--- config.mk ---
export PLATFORM = sky130hd
export DESIGN_NAME = serial_tx
export DESIGN_NICKNAME = d
export VERILOG_FILES = /design/src/rtl/serial_pkg.sv /design/src/rtl/serial_tx_bit_timer.sv /design/src/rtl/serial_tx.sv
export SDC_FILE = /design/constraint.sdc
export NUM_CORES = 1
export LEC_CHECK = 0
export BUFFER_PORTS_ARGS = -buffer_cell sky130_fd_sc_hd__buf_4
export CAP_MARGIN = 20
export CORE_AREA = 10 10 55 57
export CTS_BUF_LIST = sky130_fd_sc_hd__clkbuf_8
export DETAILED_ROUTE_END_ITERATION = 8
export DIE_AREA = 0 0 65 67
export MAX_ROUTING_LAYER = met4
export PLACE_DENSITY = 0.84
export SLEW_MARGIN = 20
export SYNTH_ARGS = -nofsm -noshare
export SYNTH_HDL_FRONTEND = slang
export SYNTH_SLANG_ARGS = --single-unit
--- constraint.sdc ---
create_clock -name clk -period 2.3 [get_ports clk]
set_input_delay 0.23 -clock clk [delete_from_list [all_inputs] [get_ports clk]]
set_output_delay 0.23 -clock clk [all_outputs]
set_load 0.02 [all_outputs]
--- src/rtl/serial_pkg.sv ---
// Shared definitions for the serial link (transmitter and receiver).
package serial_pkg;
   typedef enum logic [1:0] {IDLE, START, DATA, STOP} tx_state_e;

   localparam logic START_BIT  = 1'b0;
   localparam logic STOP_BIT   = 1'b1;
   localparam logic IDLE_LEVEL = 1'b1;
endpackage

--- src/rtl/serial_tx_bit_timer.sv ---
// Wrapping bit-period counter; bit_tick marks the last cycle of each serial bit.
module bit_timer #(
   parameter int CLKS_PER_BIT = 4
) (
   input  logic clk,
   input  logic rst,
   input  logic clear,
   output logic bit_tick
);
   localparam int CNT_W = (CLKS_PER_BIT < 2) ? 1 : $clog2(CLKS_PER_BIT);
   localparam logic [CNT_W-1:0] LAST = CNT_W'(CLKS_PER_BIT - 1);

   logic [CNT_W-1:0] count_reg;

   generate
      if (CLKS_PER_BIT < 2) begin : g_bad_clks
         $error("bit_timer: CLKS_PER_BIT must be >= 2");
      end
   endgenerate

   always_ff @(posedge clk or posedge rst) begin
      if (rst)
         count_reg <= '0;
      else if (clear || count_reg == LAST)
         count_reg <= '0;
      else
         count_reg <= count_reg + 1'b1;
   end

   assign bit_tick = (count_reg == LAST);
endmodule

--- src/rtl/serial_tx.sv ---
// Framed serial transmitter: start bit, DATA_W data bits LSB-first, stop bit.
module serial_tx
   import serial_pkg::*;
#(
   parameter int DATA_W       = 8,
   parameter int CLKS_PER_BIT = 4
) (
   input  logic              clk,
   input  logic              rst,
   input  logic [DATA_W-1:0] tx_data,
   input  logic              tx_valid,
   output logic              tx_ready,
   output logic              tx_serial,
   output logic              tx_busy,
   output logic              tx_done
);
   localparam int BIT_CNT_W = $clog2(DATA_W + 1);
   localparam logic [BIT_CNT_W-1:0] LAST_BIT = BIT_CNT_W'(DATA_W);

   tx_state_e             state_reg;
   logic [DATA_W-1:0]     shreg_reg;
   logic [BIT_CNT_W-1:0]  bit_cnt_reg;
   logic                  accept;
   logic                  bit_tick;

   generate
      if (DATA_W < 1) begin : g_bad_width
         $error("serial_tx: DATA_W must be >= 1");
      end
      if (CLKS_PER_BIT < 2) begin : g_bad_clks
         $error("serial_tx: CLKS_PER_BIT must be >= 2");
      end
   endgenerate

   assign accept = tx_valid && tx_ready;

   // Clearing on accept aligns every bit boundary to the accept edge.
   bit_timer #(.CLKS_PER_BIT(CLKS_PER_BIT)) u_bit_timer (
      .clk      (clk),
      .rst      (rst),
      .clear    (accept),
      .bit_tick (bit_tick)
   );

   always_ff @(posedge clk or posedge rst) begin
      if (rst) begin
         state_reg   <= IDLE;
         shreg_reg   <= '0;
         bit_cnt_reg <= '0;
         tx_serial   <= IDLE_LEVEL;
         tx_ready    <= 1'b1;
         tx_busy     <= 1'b0;
         tx_done     <= 1'b0;
      end else begin
         tx_done <= 1'b0;
         case (state_reg)
            IDLE: begin
               if (accept) begin
                  shreg_reg   <= tx_data;
                  bit_cnt_reg <= '0;
                  tx_serial   <= START_BIT;
                  tx_ready    <= 1'b0;
                  tx_busy     <= 1'b1;
                  state_reg   <= START;
               end
            end
            START: begin
               if (bit_tick) begin
                  tx_serial   <= shreg_reg[0];
                  shreg_reg   <= shreg_reg >> 1;
                  bit_cnt_reg <= bit_cnt_reg + 1'b1;
                  state_reg   <= DATA;
               end
            end
            DATA: begin
               // bit_cnt_reg counts bits already put on the line.
               if (bit_tick) begin
                  if (bit_cnt_reg == LAST_BIT) begin
                     tx_serial <= STOP_BIT;
                     state_reg <= STOP;
                  end else begin
                     tx_serial   <= shreg_reg[0];
                     shreg_reg   <= shreg_reg >> 1;
                     bit_cnt_reg <= bit_cnt_reg + 1'b1;
                  end
               end
            end
            STOP: begin
               if (bit_tick) begin
                  tx_serial   <= IDLE_LEVEL;
                  tx_ready    <= 1'b1;
                  tx_busy     <= 1'b0;
                  tx_done     <= 1'b1;
                  bit_cnt_reg <= '0;
                  state_reg   <= IDLE;
               end
            end
            default: state_reg <= IDLE;
         endcase
      end
   end
endmodule

==> results.cfg <==
[die]
die_h_um = 67
die_area_um2 = 4360
initial_standard_cell_utilization_of_the_core_pct = 56.1
fp.coreArea_um2 = 1940
io_pins = 15
rows = 16
die_x_extent_um = 65

[cells_and_area]
layout.filler_cells = 150
num-nets-final = 129
layout_commonest_cell = sky130_fd_sc_hd__dfrtp_1
antenna_cells_inserted = 0
post_route_cells_drive_above_1_share_pct = 37.0
mostFrequentLayoutCells = sky130_fd_sc_hd__dfrtp_1 (18), sky130_fd_sc_hd__mux2_2 (16), sky130_fd_sc_hd__buf_4 (14)
flow.area_growth_from_synthesis_pct = 15.4
largest_reg_flops = 8

[detailed_routing]
drt_wl_total_um = 1930
vias_per_cell = 5.39
drt.antenna.violating_nets = 0
route.vias.total = 727
firstDrtPassIters = 4
first_iter_violations = 11
route.detailed.wl_per_inst_um = 14.3
route.detailed.drc = 0

[critical_path]
cp_slowest_cell = sky130_fd_sc_hd__nor3b_4
path_max_fanout = 8
worst-endpoint-arrival_ns = 2.16
worst_r2r_start = state_reg[0]$_DFFE_PP0P_
ff2ff_path_depth = 6
worstSetupPathType = reg -> reg
worst_r2r_endpoint = shreg_reg[3]$_DFFE_PP0P_
crit_chain = inv_1, ha_1, nor2_1, o21ai_1, nor3b_4, mux2_2
rrSetupSlack_ns = 0.28
worst-endpoint-required_ns = 2.44
cp_slowest_stage_delay_ns = 0.42
setup.worst_path.end_class = register
cp-start-kind = register

[logic_synthesis]
number_of_flops_mapped_to_enable_cells_by_yosys = 0
synth_async_sr_flop_share_pct = 100
netlist.area_leader.share_pct = 41.3
number_of_synthesized_register_bits = 20
seq_area_frac_synth_pct = 46.2
synth_area_per_cell_um2 = 11.7
syn_inst = 93
mappedNetlistArea_um2 = 1090
synth_cell_type_count = 32
mappedNetlistNets = 112
yosysWarningCount = 0
synthFlopType = sky130_fd_sc_hd__dfrtp_1
top_area_cells_in_the_synthesized_netlist = sky130_fd_sc_hd__dfrtp_1 (41%), sky130_fd_sc_hd__mux2_2 (17%), sky130_fd_sc_hd__ha_1 (9.2%)
netlist.top_cell.by_area = sky130_fd_sc_hd__dfrtp_1

[global_route]
gr-total-overflow = 0
track_usage_pct = 9.95
antenna_found_initial = 0
grt_pass1_vias = 755
first_pass_grt_wire_length_um = 3440
pin_count_of_the_biggest_net_entering_global_routing = 21

[clock_tree]
cts.path.max_buffers = 2
clkTransAtPathRegs_ns = 0.07
numCtsBuffers = 3
postCtsSetupRepairBufs = 0
clock_tree_from_tritoncts = done
cts-hold-fix-buffers = 0
worstSkewPairLatency_ns = 0.25
post_cts_resize_count = 0
cts_htree_levels = 1
root_buffer = sky130_fd_sc_hd__clkbuf_8
clock_sinks = 20

[placed_design]
port_buffers = 14
post_detailed_placement_half_perimeter_wirelength_um = 1430
place_congestion = 0.754

[timing]
achievable-frequency_mhz = 494
setup_viol_count_final = 0
totalNegativeSetupSlack_ns = 0
grt_setup_unrepaired = no
final_max_slew_viol_count = 0
final_hold_viol_count = 0
finClkSkew_ns = 0.00490
max_slew_margin_pct = 49.3
worst_slew_pin_slew_ns = 0.759
finalCritPeriodShare_pct = 88.0
finalCriticalPeriod_ns = 2.02

[power_and_ir_drop]
power_leakage_nw = 0.622
power-per-cell-area_nw_per_um2 = 480
ir_worst_vdd_uv = 359
design_power_total_w = 0.000604

[status]
run_status = complete, no violations

[flow_run]
max_cap_viol_count = 0

[hold_path]
min-delay-path-class = in -> async
## critical path, delay by kind of cell, from the launching register on
family                   cells  cell delay, ns
AO/OA/AOI/OAI                1            0.12
flip-flops                   1            0.41
adder cells (fa/ha/maj)      1            0.27
AND/OR/NAND/NOR              2            0.61
buffers and inverters        1            0.10
multiplexers                 1            0.39
## kinds of logic after synthesis
group	share of synthesized area (%)
compound gates	8.84
fa+ha+maj	9.19
flops	46.2
simple gates	14.2
mux	18.4
buf+inv	3.21
## per-layer routing
metal  up-vias  wire, um  global-route usage [%]  share of wire [%]
met5         -         0                       -                  0
met4         0        13                    4.01               0.67
met3         2        64                    2.17                3.3
met2        16       980                    16.4                 51
met1       350       873                    11.5                 45
li1        359         -                       -                  -
## cells in the mapped netlist (2+ instances only)
cell type,number
sky130_fd_sc_hd__o211ai_1,2
sky130_fd_sc_hd__nand2_1,7
sky130_fd_sc_hd__dfrtp_1,18
sky130_fd_sc_hd__and2_1,2
sky130_fd_sc_hd__inv_1,6
sky130_fd_sc_hd__nand2b_1,2
sky130_fd_sc_hd__nor2_1,3
sky130_fd_sc_hd__mux2i_1,2
sky130_fd_sc_hd__dfstp_2,2
sky130_fd_sc_hd__nand3b_1,2
sky130_fd_sc_hd__a21oi_1,4
sky130_fd_sc_hd__mux2_2,16
sky130_fd_sc_hd__ha_1,8
## power breakdown
group | total [W] | internal [W] | leakage [nW] | switching [W]
registers | 0.000352 | 0.000352 | 0.252 | 0
logic | 0.0000268 | 0.0000159 | 0.349 | 0.0000109
clock network | 0.000225 | 0.000116 | 0.0216 | 0.000109
total | 0.000604 | 0.000484 | 0.622 | 0.000120
## area by class of cell
type	count	area, um2	area share [%]
inverter	6	22.5	1.79
sequential	20	503	40.0
clock buffer	3	41.3	3.28
multi-input combinational	65	552	43.9
timing repair buffer	14	105	8.36
tap	27	33.8	2.69
## worst max-delay path by stage
stage,startpoint,end,slack [ns],depth (start not counted)
6_report,state_reg[0]$_DFFE_PP0P_,shreg_reg[3]$_DFFE_PP0P_,0.28,6
5_1_grt,state_reg[0]$_DFFE_PP0P_,shreg_reg[3]$_DFFE_PP0P_,0.11,6
4_1_cts,state_reg[0]$_DFFE_PP0P_,shreg_reg[0]$_DFFE_PP0P_,0.29,6
3_5_place_dp,state_reg[0]$_DFFE_PP0P_,shreg_reg[0]$_DFFE_PP0P_,0.35,6
3_3_place_gp,state_reg[0]$_DFFE_PP0P_,shreg_reg[6]$_DFFE_PP0P_,0.41,6
2_1_floorplan,state_reg[0]$_DFFE_PP0P_,shreg_reg[0]$_DFFE_PP0P_,0.52,6
## through the flow
| stage | hold slack, ns | setup slack, ns | utilization, % | area [um2] | instances |
|---|---|---|---|---|---|
| floorplan | 0.192 | 0.515 | - | 1090 | 93 |
| finish | 0.113 | 0.275 | 64.8 | 1260 | 135 |
| global route | 0.167 | 0.106 | 64.8 | 1260 | 135 |
| global placement | 0.402 | 0.409 | 62.6 | 1220 | 132 |
| detailed placement | 0.414 | 0.346 | 62.6 | 1220 | 132 |
| CTS | 0.142 | 0.288 | 64.8 | 1260 | 135 |
No activity file was read; power rests on OpenSTA's default activity.
